[src/rtl/gng_pkg.sv]
// Shared constants, types and taus88 helpers for the CLT Gaussian noise generator.
package gng_pkg;

  localparam logic [31:0] KSEED_1      = 32'h9E37_79B9;
  localparam logic [31:0] KSEED_2      = 32'h85EB_CA6B;
  localparam logic [31:0] KSEED_3      = 32'hC2B2_AE35;
  localparam logic [31:0] DEFAULT_SEED = 32'h0000_0001;

  localparam logic [31:0] TAUS_MASK1 = 32'hFFFF_FFFE;
  localparam logic [31:0] TAUS_MASK2 = 32'hFFFF_FFF8;
  localparam logic [31:0] TAUS_MASK3 = 32'hFFFF_FFF0;

  localparam int TAUS_S1_A = 12;
  localparam int TAUS_S1_B = 13;
  localparam int TAUS_S1_C = 19;
  localparam int TAUS_S2_A = 4;
  localparam int TAUS_S2_B = 2;
  localparam int TAUS_S2_C = 25;
  localparam int TAUS_S3_A = 17;
  localparam int TAUS_S3_B = 3;
  localparam int TAUS_S3_C = 11;

  // Minimum legal component values; below these the taus88 component degenerates.
  localparam logic [31:0] TAUS_MIN1 = 32'd2;
  localparam logic [31:0] TAUS_MIN2 = 32'd8;
  localparam logic [31:0] TAUS_MIN3 = 32'd16;

  typedef enum logic {
    ST_ACCUM = 1'b0,
    ST_HOLD  = 1'b1
  } gng_state_e;

  typedef struct packed {
    logic [31:0] s1;
    logic [31:0] s2;
    logic [31:0] s3;
  } taus_state_t;

  function automatic taus_state_t taus_step(input taus_state_t s);
    taus_state_t r;
    r.s1 = ((s.s1 & TAUS_MASK1) << TAUS_S1_A) ^ (((s.s1 << TAUS_S1_B) ^ s.s1) >> TAUS_S1_C);
    r.s2 = ((s.s2 & TAUS_MASK2) << TAUS_S2_A) ^ (((s.s2 << TAUS_S2_B) ^ s.s2) >> TAUS_S2_C);
    r.s3 = ((s.s3 & TAUS_MASK3) << TAUS_S3_A) ^ (((s.s3 << TAUS_S3_B) ^ s.s3) >> TAUS_S3_C);
    return r;
  endfunction

  function automatic logic [31:0] taus_out(input taus_state_t s);
    return s.s1 ^ s.s2 ^ s.s3;
  endfunction

  // chan_mul is the 1-based channel index, so each channel gets a distinct stream.
  function automatic taus_state_t taus_seed(input logic [31:0] seed, input logic [31:0] chan_mul);
    taus_state_t r;
    r.s1 = seed ^ (KSEED_1 * chan_mul);
    r.s2 = seed ^ (KSEED_2 * chan_mul);
    r.s3 = seed ^ (KSEED_3 * chan_mul);
    if (r.s1 < TAUS_MIN1) r.s1 = r.s1 | TAUS_MIN1;
    if (r.s2 < TAUS_MIN2) r.s2 = r.s2 | TAUS_MIN2;
    if (r.s3 < TAUS_MIN3) r.s3 = r.s3 | TAUS_MIN3;
    return r;
  endfunction

endpackage

[src/rtl/gng_taus88.sv]
// One taus88 uniform generator channel: state registers, step, seed load and sanitisation.
module gng_taus88
  import gng_pkg::*;
#(
  parameter int CH_IDX = 0,
  parameter int OUT_W  = 16
) (
  input  logic             clk,
  input  logic             reset,
  input  logic             seed_load,
  input  logic [31:0]      seed_in,
  input  logic             step,
  output logic [OUT_W-1:0] term
);

  localparam logic [31:0] CH_MUL = 32'(CH_IDX + 1);

  taus_state_t state_q;
  taus_state_t state_d;
  taus_state_t state_next;

  always_comb begin
    state_next = taus_step(state_q);
    state_d    = state_q;
    if (seed_load) begin
      state_d = taus_seed(seed_in, CH_MUL);
    end else if (step) begin
      state_d = state_next;
    end
  end

  // The term is the top OUT_W bits of the output produced by the upcoming step.
  assign term = OUT_W'(taus_out(state_next) >> (32 - OUT_W));

  always_ff @(posedge clk) begin
    if (reset) begin
      state_q <= taus_seed(DEFAULT_SEED, CH_MUL);
    end else begin
      state_q <= state_d;
    end
  end

endmodule

[src/rtl/gng_clt.sv]
// Multi-channel Gaussian noise generator: sums NSUM taus88 uniforms per sample (central limit)
// and presents the centred, scaled result through a valid/ready hold stage.
module gng_clt
  import gng_pkg::*;
#(
  parameter int NUM_CH = 2,
  parameter int OUT_W  = 16,
  parameter int NSUM   = 4
) (
  input  logic                    clk,
  input  logic                    reset,
  input  logic                    en,
  input  logic                    seed_load,
  input  logic [31:0]             seed_in,
  output logic                    out_valid,
  input  logic                    out_ready,
  output logic [NUM_CH*OUT_W-1:0] out_data
);

  localparam int LOG2N = $clog2(NSUM);
  localparam int ACC_W = OUT_W + LOG2N;
  localparam int CNT_W = LOG2N;
  localparam logic [CNT_W-1:0] CNT_LAST = CNT_W'(NSUM - 1);
  // NSUM * 2^(OUT_W-1) is exactly the MSB weight of the accumulator.
  localparam logic [ACC_W-1:0] ACC_BIAS = ACC_W'(1) << (ACC_W - 1);

  gng_state_e              state_q, state_d;
  logic [CNT_W-1:0]        count_q, count_d;
  logic [ACC_W-1:0]        acc_q [NUM_CH];
  logic [ACC_W-1:0]        acc_d [NUM_CH];
  logic [ACC_W-1:0]        acc_sum [NUM_CH];
  logic [OUT_W-1:0]        term_w [NUM_CH];
  logic [NUM_CH*OUT_W-1:0] sample_w;
  logic [NUM_CH*OUT_W-1:0] data_q, data_d;
  logic                    valid_q, valid_d;
  logic                    step;

  assign step = (state_q == ST_ACCUM) && en && !seed_load;

  for (genvar c = 0; c < NUM_CH; c++) begin : g_ch
    gng_taus88 #(
      .CH_IDX (c),
      .OUT_W  (OUT_W)
    ) u_taus (
      .clk       (clk),
      .reset     (reset),
      .seed_load (seed_load),
      .seed_in   (seed_in),
      .step      (step),
      .term      (term_w[c])
    );
  end

  // Arithmetic shift then truncation keeps the top OUT_W bits of the centred sum.
  always_comb begin
    sample_w = '0;
    for (int c = 0; c < NUM_CH; c++) begin
      acc_sum[c] = acc_q[c] + ACC_W'(term_w[c]);
      sample_w[c*OUT_W +: OUT_W] = OUT_W'($signed(acc_sum[c] - ACC_BIAS) >>> LOG2N);
    end
  end

  always_comb begin
    state_d = state_q;
    count_d = count_q;
    valid_d = valid_q;
    data_d  = data_q;
    for (int c = 0; c < NUM_CH; c++) acc_d[c] = acc_q[c];

    if (seed_load) begin
      state_d = ST_ACCUM;
      count_d = '0;
      valid_d = 1'b0;
      data_d  = '0;
      for (int c = 0; c < NUM_CH; c++) acc_d[c] = '0;
    end else begin
      case (state_q)
        ST_ACCUM: begin
          if (en) begin
            count_d = count_q + CNT_W'(1);
            for (int c = 0; c < NUM_CH; c++) acc_d[c] = acc_sum[c];
            if (count_q == CNT_LAST) begin
              state_d = ST_HOLD;
              count_d = '0;
              valid_d = 1'b1;
              data_d  = sample_w;
              for (int c = 0; c < NUM_CH; c++) acc_d[c] = '0;
            end
          end
        end
        ST_HOLD: begin
          if (out_ready) begin
            state_d = ST_ACCUM;
            valid_d = 1'b0;
          end
        end
        default: state_d = ST_ACCUM;
      endcase
    end
  end

  always_ff @(posedge clk) begin
    if (reset) begin
      state_q <= ST_ACCUM;
      count_q <= '0;
      valid_q <= 1'b0;
      data_q  <= '0;
      for (int c = 0; c < NUM_CH; c++) acc_q[c] <= '0;
    end else begin
      state_q <= state_d;
      count_q <= count_d;
      valid_q <= valid_d;
      data_q  <= data_d;
      for (int c = 0; c < NUM_CH; c++) acc_q[c] <= acc_d[c];
    end
  end

  assign out_valid = valid_q;
  assign out_data  = data_q;

endmodule

[config.mk]
export PLATFORM = sky130hd
export DESIGN_NAME = gng_clt
export DESIGN_NICKNAME = d
export VERILOG_FILES = /design/src/rtl/gng_pkg.sv /design/src/rtl/gng_taus88.sv /design/src/rtl/gng_clt.sv
export SDC_FILE = /design/constraint.sdc
export NUM_CORES = 1
export LEC_CHECK = 0
export ABC_CLOCK_PERIOD_IN_PS = 3120
export CORE_MARGIN = 5
export CORE_UTILIZATION = 31
export DETAILED_ROUTE_END_ITERATION = 10
export GPL_ROUTABILITY_DRIVEN = 1
export PLACE_DENSITY = 0.57
export SLEW_MARGIN = 20
export SYNTH_ARGS = -nofsm -noshare
export SYNTH_HDL_FRONTEND = slang
export SYNTH_SLANG_ARGS = --single-unit
[constraint.sdc]
create_clock -name clk -period 3.12 [get_ports clk]
set_clock_uncertainty 0.15 [all_clocks]
set_input_delay 0.468 -clock clk [delete_from_list [all_inputs] [get_ports clk]]
set_output_delay 0.468 -clock clk [all_outputs]
set_load 0.05 [all_outputs]
======== Yosys cells after proc, flatten, opt, wreduce, memory -nomap -nowiden ========
Memory sizes are Yosys's and may differ from the RTL's.
Index checks and enable logic that the tools add are counted.
W data, S select, Z words.
cells by class
  $lt $le $gt $ge ......................... 6
  shift operators ......................... 0
  $mul .................................... 0
  equal/unequal tests ..................... 4
  muxes and demuxes ....................... 28
  reduce and logical (&&, ||, !) cells .... 8
  bitwise operators ....................... 25
  add/subtract/negate cells ............... 5
  div/mod/pow operators ................... 0
operators with widths
  kind                      number
  $mux W96                  4
  $xor A32 B32 Y32          10
  $mux W36                  4
  $lt A32 B2 Y1 const B     2
  $lt A32 B4 Y1 const B     2
  $lt A32 B5 Y1 const B     2
  $xor A32 B13 Y32          2
  $xor A32 B21 Y32          2
  $xor A32 B7 Y32           2
  $add A18 B16 Y18          2
  $mux W18                  2
  $sub A18 B18 Y18 const B  2
  $not A20 Y20              1
  $not A19 Y19              1
  $not A18 Y18              1
  $not A17 Y17              1
  $not A16 Y16              1
  $not A15 Y15              1
  $mux W5                   2
  $mux W1                   9
  $mux W4                   2
  $mux W2                   3
  $reduce_and A3 Y1         2
  $ne A2 B2 Y1 const B      2
  11 further kinds          14
storage, ports and cells
  logic and storage cells ................. 87
  memories kept ........................... 1
  bits in writable memories ............... 36
  input bits .............................. 37
  output and inout port bits .............. 33
  bits in registers ....................... 228
  bits in latches ......................... 0
  memory bits (read-only) ................. 0
memory list
  name   words  width  rd ports  clocked after Yosys merged registers in  wr ports  line           source
  acc_q  2      18     2         0                                        2         gng_clt.sv:29  logic [ACC_W-1:0] acc_q [NUM_CH];

======== Longest topological paths before layout ========
  depth after elaboration ................. 10
  depth in mapped cells ................... 12

======== By module ========
From an unflattened synthesis, not the netlist that was laid out.
second synthesis, totals
  cell total of the unflattened synthesis .. 1532
  area, all modules ....................... 13231.4 um^2
modules (own cells, without submodules)
  module                       cells each  instances  area each (um^2)
  gng_taus88 (g_ch[0].u_taus)  527         1          4626.9
  gng_taus88 (g_ch[1].u_taus)  512         1          4544.4
  gng_clt                      493         1          4060.1

======== Worst setup path after synthesis ========
OpenSTA, ideal clock, no wires.
  path kind ............................... register to register
  start ................................... register g_ch[0].u_taus.state_q[27] in the netlist's numbering
  end ..................................... register data_q[12] (netlist: out_data[12])
  library setup time ...................... 0.063 ns
  path slack .............................. 0.250 ns
  cell stages (with the launch flop) ...... 13
  arrival ................................. 2.657 ns
  cell sequence ........................... dfxtp_1 > xor2_1 > xnor2_1 > ha_1 > inv_1 > fa_1 > nand2b_1 > a21oi_2 > nor2_1 > o221a_4 > o31a_1 > or4_1 > nand3_1
on the way
  longest elaborated chain between the ends .. 5
RTL lines
  element                   line              source
  start: declaration        gng_taus88.sv:18  taus_state_t state_q;
  start signal: assignment  gng_taus88.sv:37  state_q <= taus_seed(DEFAULT_SEED, CH_MUL);
  start signal: assignment  gng_taus88.sv:39  state_q <= state_d;
  $xor A32 B32 Y32          gng_pkg.sv:43     r.s3 = ((s.s3 & TAUS_MASK3) << TAUS_S3_A) ^ (((s.s3 << TAUS_S3_B) ^ s.s3) >> TAUS_S3_C);
  $xor A32 B21 Y32          gng_pkg.sv:43
  $xor A32 B32 Y32          gng_pkg.sv:48     return s.s1 ^ s.s2 ^ s.s3;
  $add A18 B16 Y18          gng_clt.sv:58     acc_sum[c] = acc_q[c] + ACC_W'(term_w[c]);
  $sub A18 B18 Y18          gng_clt.sv:59     sample_w[c*OUT_W +: OUT_W] = OUT_W'($signed(acc_sum[c] - ACC_BIAS) >>> LOG2N);
  end signal: assignment    gng_clt.sv:113    data_q <= data_d;
  end: declaration          gng_clt.sv:34     logic [NUM_CH*OUT_W-1:0] data_q, data_d;
No other way between the ends.
A chain may end at the register's enable or synchronous reset.

======== Worst setup path after layout ========
  start ................................... register g_ch[0].u_taus.state_q[44] in the netlist's numbering
  end ..................................... register data_q[12] (netlist: out_data[12])
on the way
  longest elaborated chain between the ends .. 5
RTL lines
  element                         line           source
  $xor A32 B7 Y32                 gng_pkg.sv:42  r.s2 = ((s.s2 & TAUS_MASK2) << TAUS_S2_A) ^ (((s.s2 << TAUS_S2_B) ^ s.s2) >> TAUS_S2_C);
  $xor A32 B32 Y32 (2 in series)  gng_pkg.sv:48
  $add A18 B16 Y18                gng_clt.sv:58
  $sub A18 B18 Y18                gng_clt.sv:59
No other way between the ends.

==> impl_metrics.csv <==
group,metric,value,unit
outcome,status,"finished, final reports clean",
finish,regArea,4970,µm²
finish,area_growth,18.6,%
clocking,postCtsHoldBufs,0,
floorplanning,die_h,213,µm
place,dpl.hpwl,29300,µm
global_routing,antenna_found_initial,1,
timing,maxClockFrequency,0.337,GHz
synthesis,synth_edf_count,0,
critical_path,arrival,3.30,ns
clocking,cts-root-buf,"clkbuf_16",
finish,layout_common_cells,"nand2_1, dfxtp_1, xnor2_1",
synthesis,synth-main-ff-cell,"dfxtp_1",
global_routing,grt.overflow.total,0,
detailed_routing,vias,11500,
place,post-place-ws,0.0650,ns
detailed_routing,routed_wl,40900,µm
timing,finalCriticalPeriod,2.97,ns
power_and_ir_drop,net-switching-power,2670,µW
detailed_routing,viasPerCell,5.25,
detailed_routing,drc,0,
synthesis,synthCells,1590,
place,place_area,14100,µm²
synthesis,synth.top_cell.area_share,39.1,%
clocking,clkLatencyLatePin,0.55,ns
finish,drive_gt1_share,8.00,%
synthesis,netlist_top_cells_area,"dfxtp_1, nand2_1, xnor2_1",
clocking,clkTransAtPathRegs,0.06,ns
synthesis,yosysTopAreaCell,"dfxtp_1",
floorplanning,dieWidth,213,µm
synthesis,muxShareOfSynthArea,1.50,%
finish,n_antenna_cell,0,
timing,worst_slack,0.154,ns
synthesis,synth_area_per_cell,8.00,µm²
floorplanning,start_util,31.2,%
timing,fin_crit_sh,95.1,%
power_and_ir_drop,power.share.switching,30.5,%
synthesis,synth-simple-area-share,20.1,%
finish,fillers,4204,
timing,rsz0062_at_grt,"no",
power_and_ir_drop,ir_drop,0.293,mV
synthesis,async_reset_ff_share,0,%
finish,nets,1703,
synthesis,synth_xor_area_share,10.8,%
clocking,cts_buffer_depth,3,
floorplanning,placementRows,74,
synthesis,mappedNetlistNets,1662,
clocking,numCtsBuffers,28,
critical_path,crit_path_start_kind,"flop",
job,max_cap_violations,0,
detailed_routing,drt_pre_antenna_iters,5,
power_and_ir_drop,clock_power_share,36.8,%
power_and_ir_drop,p_leak,0.00610,µW
floorplanning,core,40700,µm²
detailed_routing,antenna_left,0,
finish,stdcell_area,15100,µm²
power_and_ir_drop,p_int,6080,µW
critical_path,cp-end-kind,"flop",
synthesis,ys_types,63,
critical_path,path_class,"reg -> reg",
power_and_ir_drop,p_seq_share,41.0,%
critical_path,critPathRequiredTime,3.45,ns
timing,worst_pin_slew,0.798,ns
power_and_ir_drop,powerDensity,581,nW/µm²
timing,slew_headroom,46.7,%
place,place_congestion,0.950,
synthesis,syn_area,12700,µm²
synthesis,ys_warn_count,0,
synthesis,synth_compound_area_share,21.1,%
global_routing,grt_use_total,17.6,%
clocking,cts_sinks,248,
finish,final_common_cell,"nand2_1",
clocking,htreeDepth,1,
detailed_routing,drt_first_iter_violations,967,
synthesis,ys_seq_elements,248,
synthesis,synth_top_family_by_area,"compound AO/OA/AOI/OAI gates",
global_routing,grt_pass1_wl,63200,µm
finish,multi_input_area,7360,µm²
detailed_routing,wl_per_cell,18.7,µm
clocking,cts_tree,"yes",
floorplanning,dieArea,45200,µm²
timing,slew_violations,0,
timing,setup_violations,0,
synthesis,synth_fa_ha_area_share,3.56,%
critical_path,crit_path_max_fanout,3,
timing,hold_viol_final,0,
hold_path,hp-class,"in -> reg",
global_routing,grt_max_degree,154,
timing,timing.setup.tns,0,ns
global_routing,grt_pass1_vias,10800,
power_and_ir_drop,combPwrFrac,22.2,%
place,portBuffers,68,
synthesis,ys_seq_area_share,39.1,%
floorplanning,ios,70,
==> routing by layer <==
layer	track usage [%]	vias up	share of wire (%)
met5	0.754	-	0
met1	26.0	5403	48
met4	3.97	0	2.5
met2	26.5	425	42
li1	-	5581	-
met3	3.38	57	7.3
==> area by class of cell <==
class | instances | area share [%]
multi-input combinational | 1211 | 48.8
clock inverter | 5 | 0.166
timing repair buffer | 110 | 6.99
tap | 532 | 4.42
clock buffer | 45 | 5.81
sequential | 248 | 33.0
inverter | 32 | 0.805
==> synth_stat cells, drive strengths merged (4+ instances only) <==
cell / number
nand2: 313
dfxtp: 248
xnor2: 132
a21oi: 123
nor2: 114
clkbuf: 81
o21ai: 63
o21bai: 54
a31oi: 52
and3: 47
ha: 33
inv: 32
nand3: 26
xor2: 25
a21o: 24
mux2i: 19
buf: 18
a211oi: 17
nor3: 17
a22oi: 14
nor4: 13
o211ai: 13
a21boi: 12
nand4: 11
or2: 11
a22o: 10
and2: 7
nand2b: 6
or4: 5
and4: 4
nor2b: 4
o21ba: 4
o31ai: 4
==> stage by stage <==
step	hold slack [ns]	std cells	power (µW)	util, %
4_1_cts	0.158	2182	8780	36.7
3_3_place_gp	0.290	2132	5510	34.5
6_report	0.188	2183	8750	37.0
3_5_place_dp	0.297	2132	5530	34.5
2_1_floorplan	0.280	1590	4950	-
5_1_grt	0.188	2183	9180	37.0
==> critical path, stage by stage, from the launching register on <==
cell      delay, ns
dfxtp_1        0.34
xnor2_2        0.23
xnor2_2        0.15
ha_2           0.20
inv_1          0.05
fa_2           0.35
nand2b_4       0.15
a21oi_2        0.16
nor2_1         0.10
o221a_4        0.24
o31a_1         0.31
or4_1          0.40
nand3_1        0.07
==> path summary, 6_finish.rpt <==
| check | start | end | slack [ns] | cells past startpoint |
|---|---|---|---|---|
| worst max-delay path | g_ch[0].u_taus.state_q[44] | out_data[12] | 0.15 | 12 |
| worst max register to register | g_ch[0].u_taus.state_q[44] | out_data[12] | 0.15 | 12 |
| worst min register to register | out_data[11] | out_data[11] | 0.30 | 2 |
| worst min-delay path | seed_load | g_ch[0].u_taus.state_q[67] | 0.19 | 2 |
==> cells by family after synthesis <==
family / count (synthesis)
AND/OR/NAND/NOR: 584
AO/OA/AOI/OAI: 416
flip-flops: 248
XOR/XNOR: 157
buffers and inverters: 131
adder cells (fa/ha/maj): 35
multiplexers: 19
==> flip-flops by register name, summed over array words and instances, names as in the netlist <==
signal	count
out_data	32
g_ch.u_taus.state_q	176
acc_q	36
count_q	2
state_q	1
out_valid	1
==> power groups by stage <==
| stage | clock (µW) | combinational (µW) | sequential, µW |
|---|---|---|---|
| global placement | 0 | 1860 | 3650 |
| CTS | 3300 | 1890 | 3590 |
| finish | 3220 | 1940 | 3590 |
| detailed placement | 0 | 1880 | 3650 |
| floorplan | 0 | 1360 | 3600 |
| global route | 3430 | 2140 | 3620 |
==> timing repair <==
item	CTS	global route
resized for setup	0	17
endpoints found under the setup margin	0	6
buffers inserted	0	1
Power figures use the tool's default switching activity.
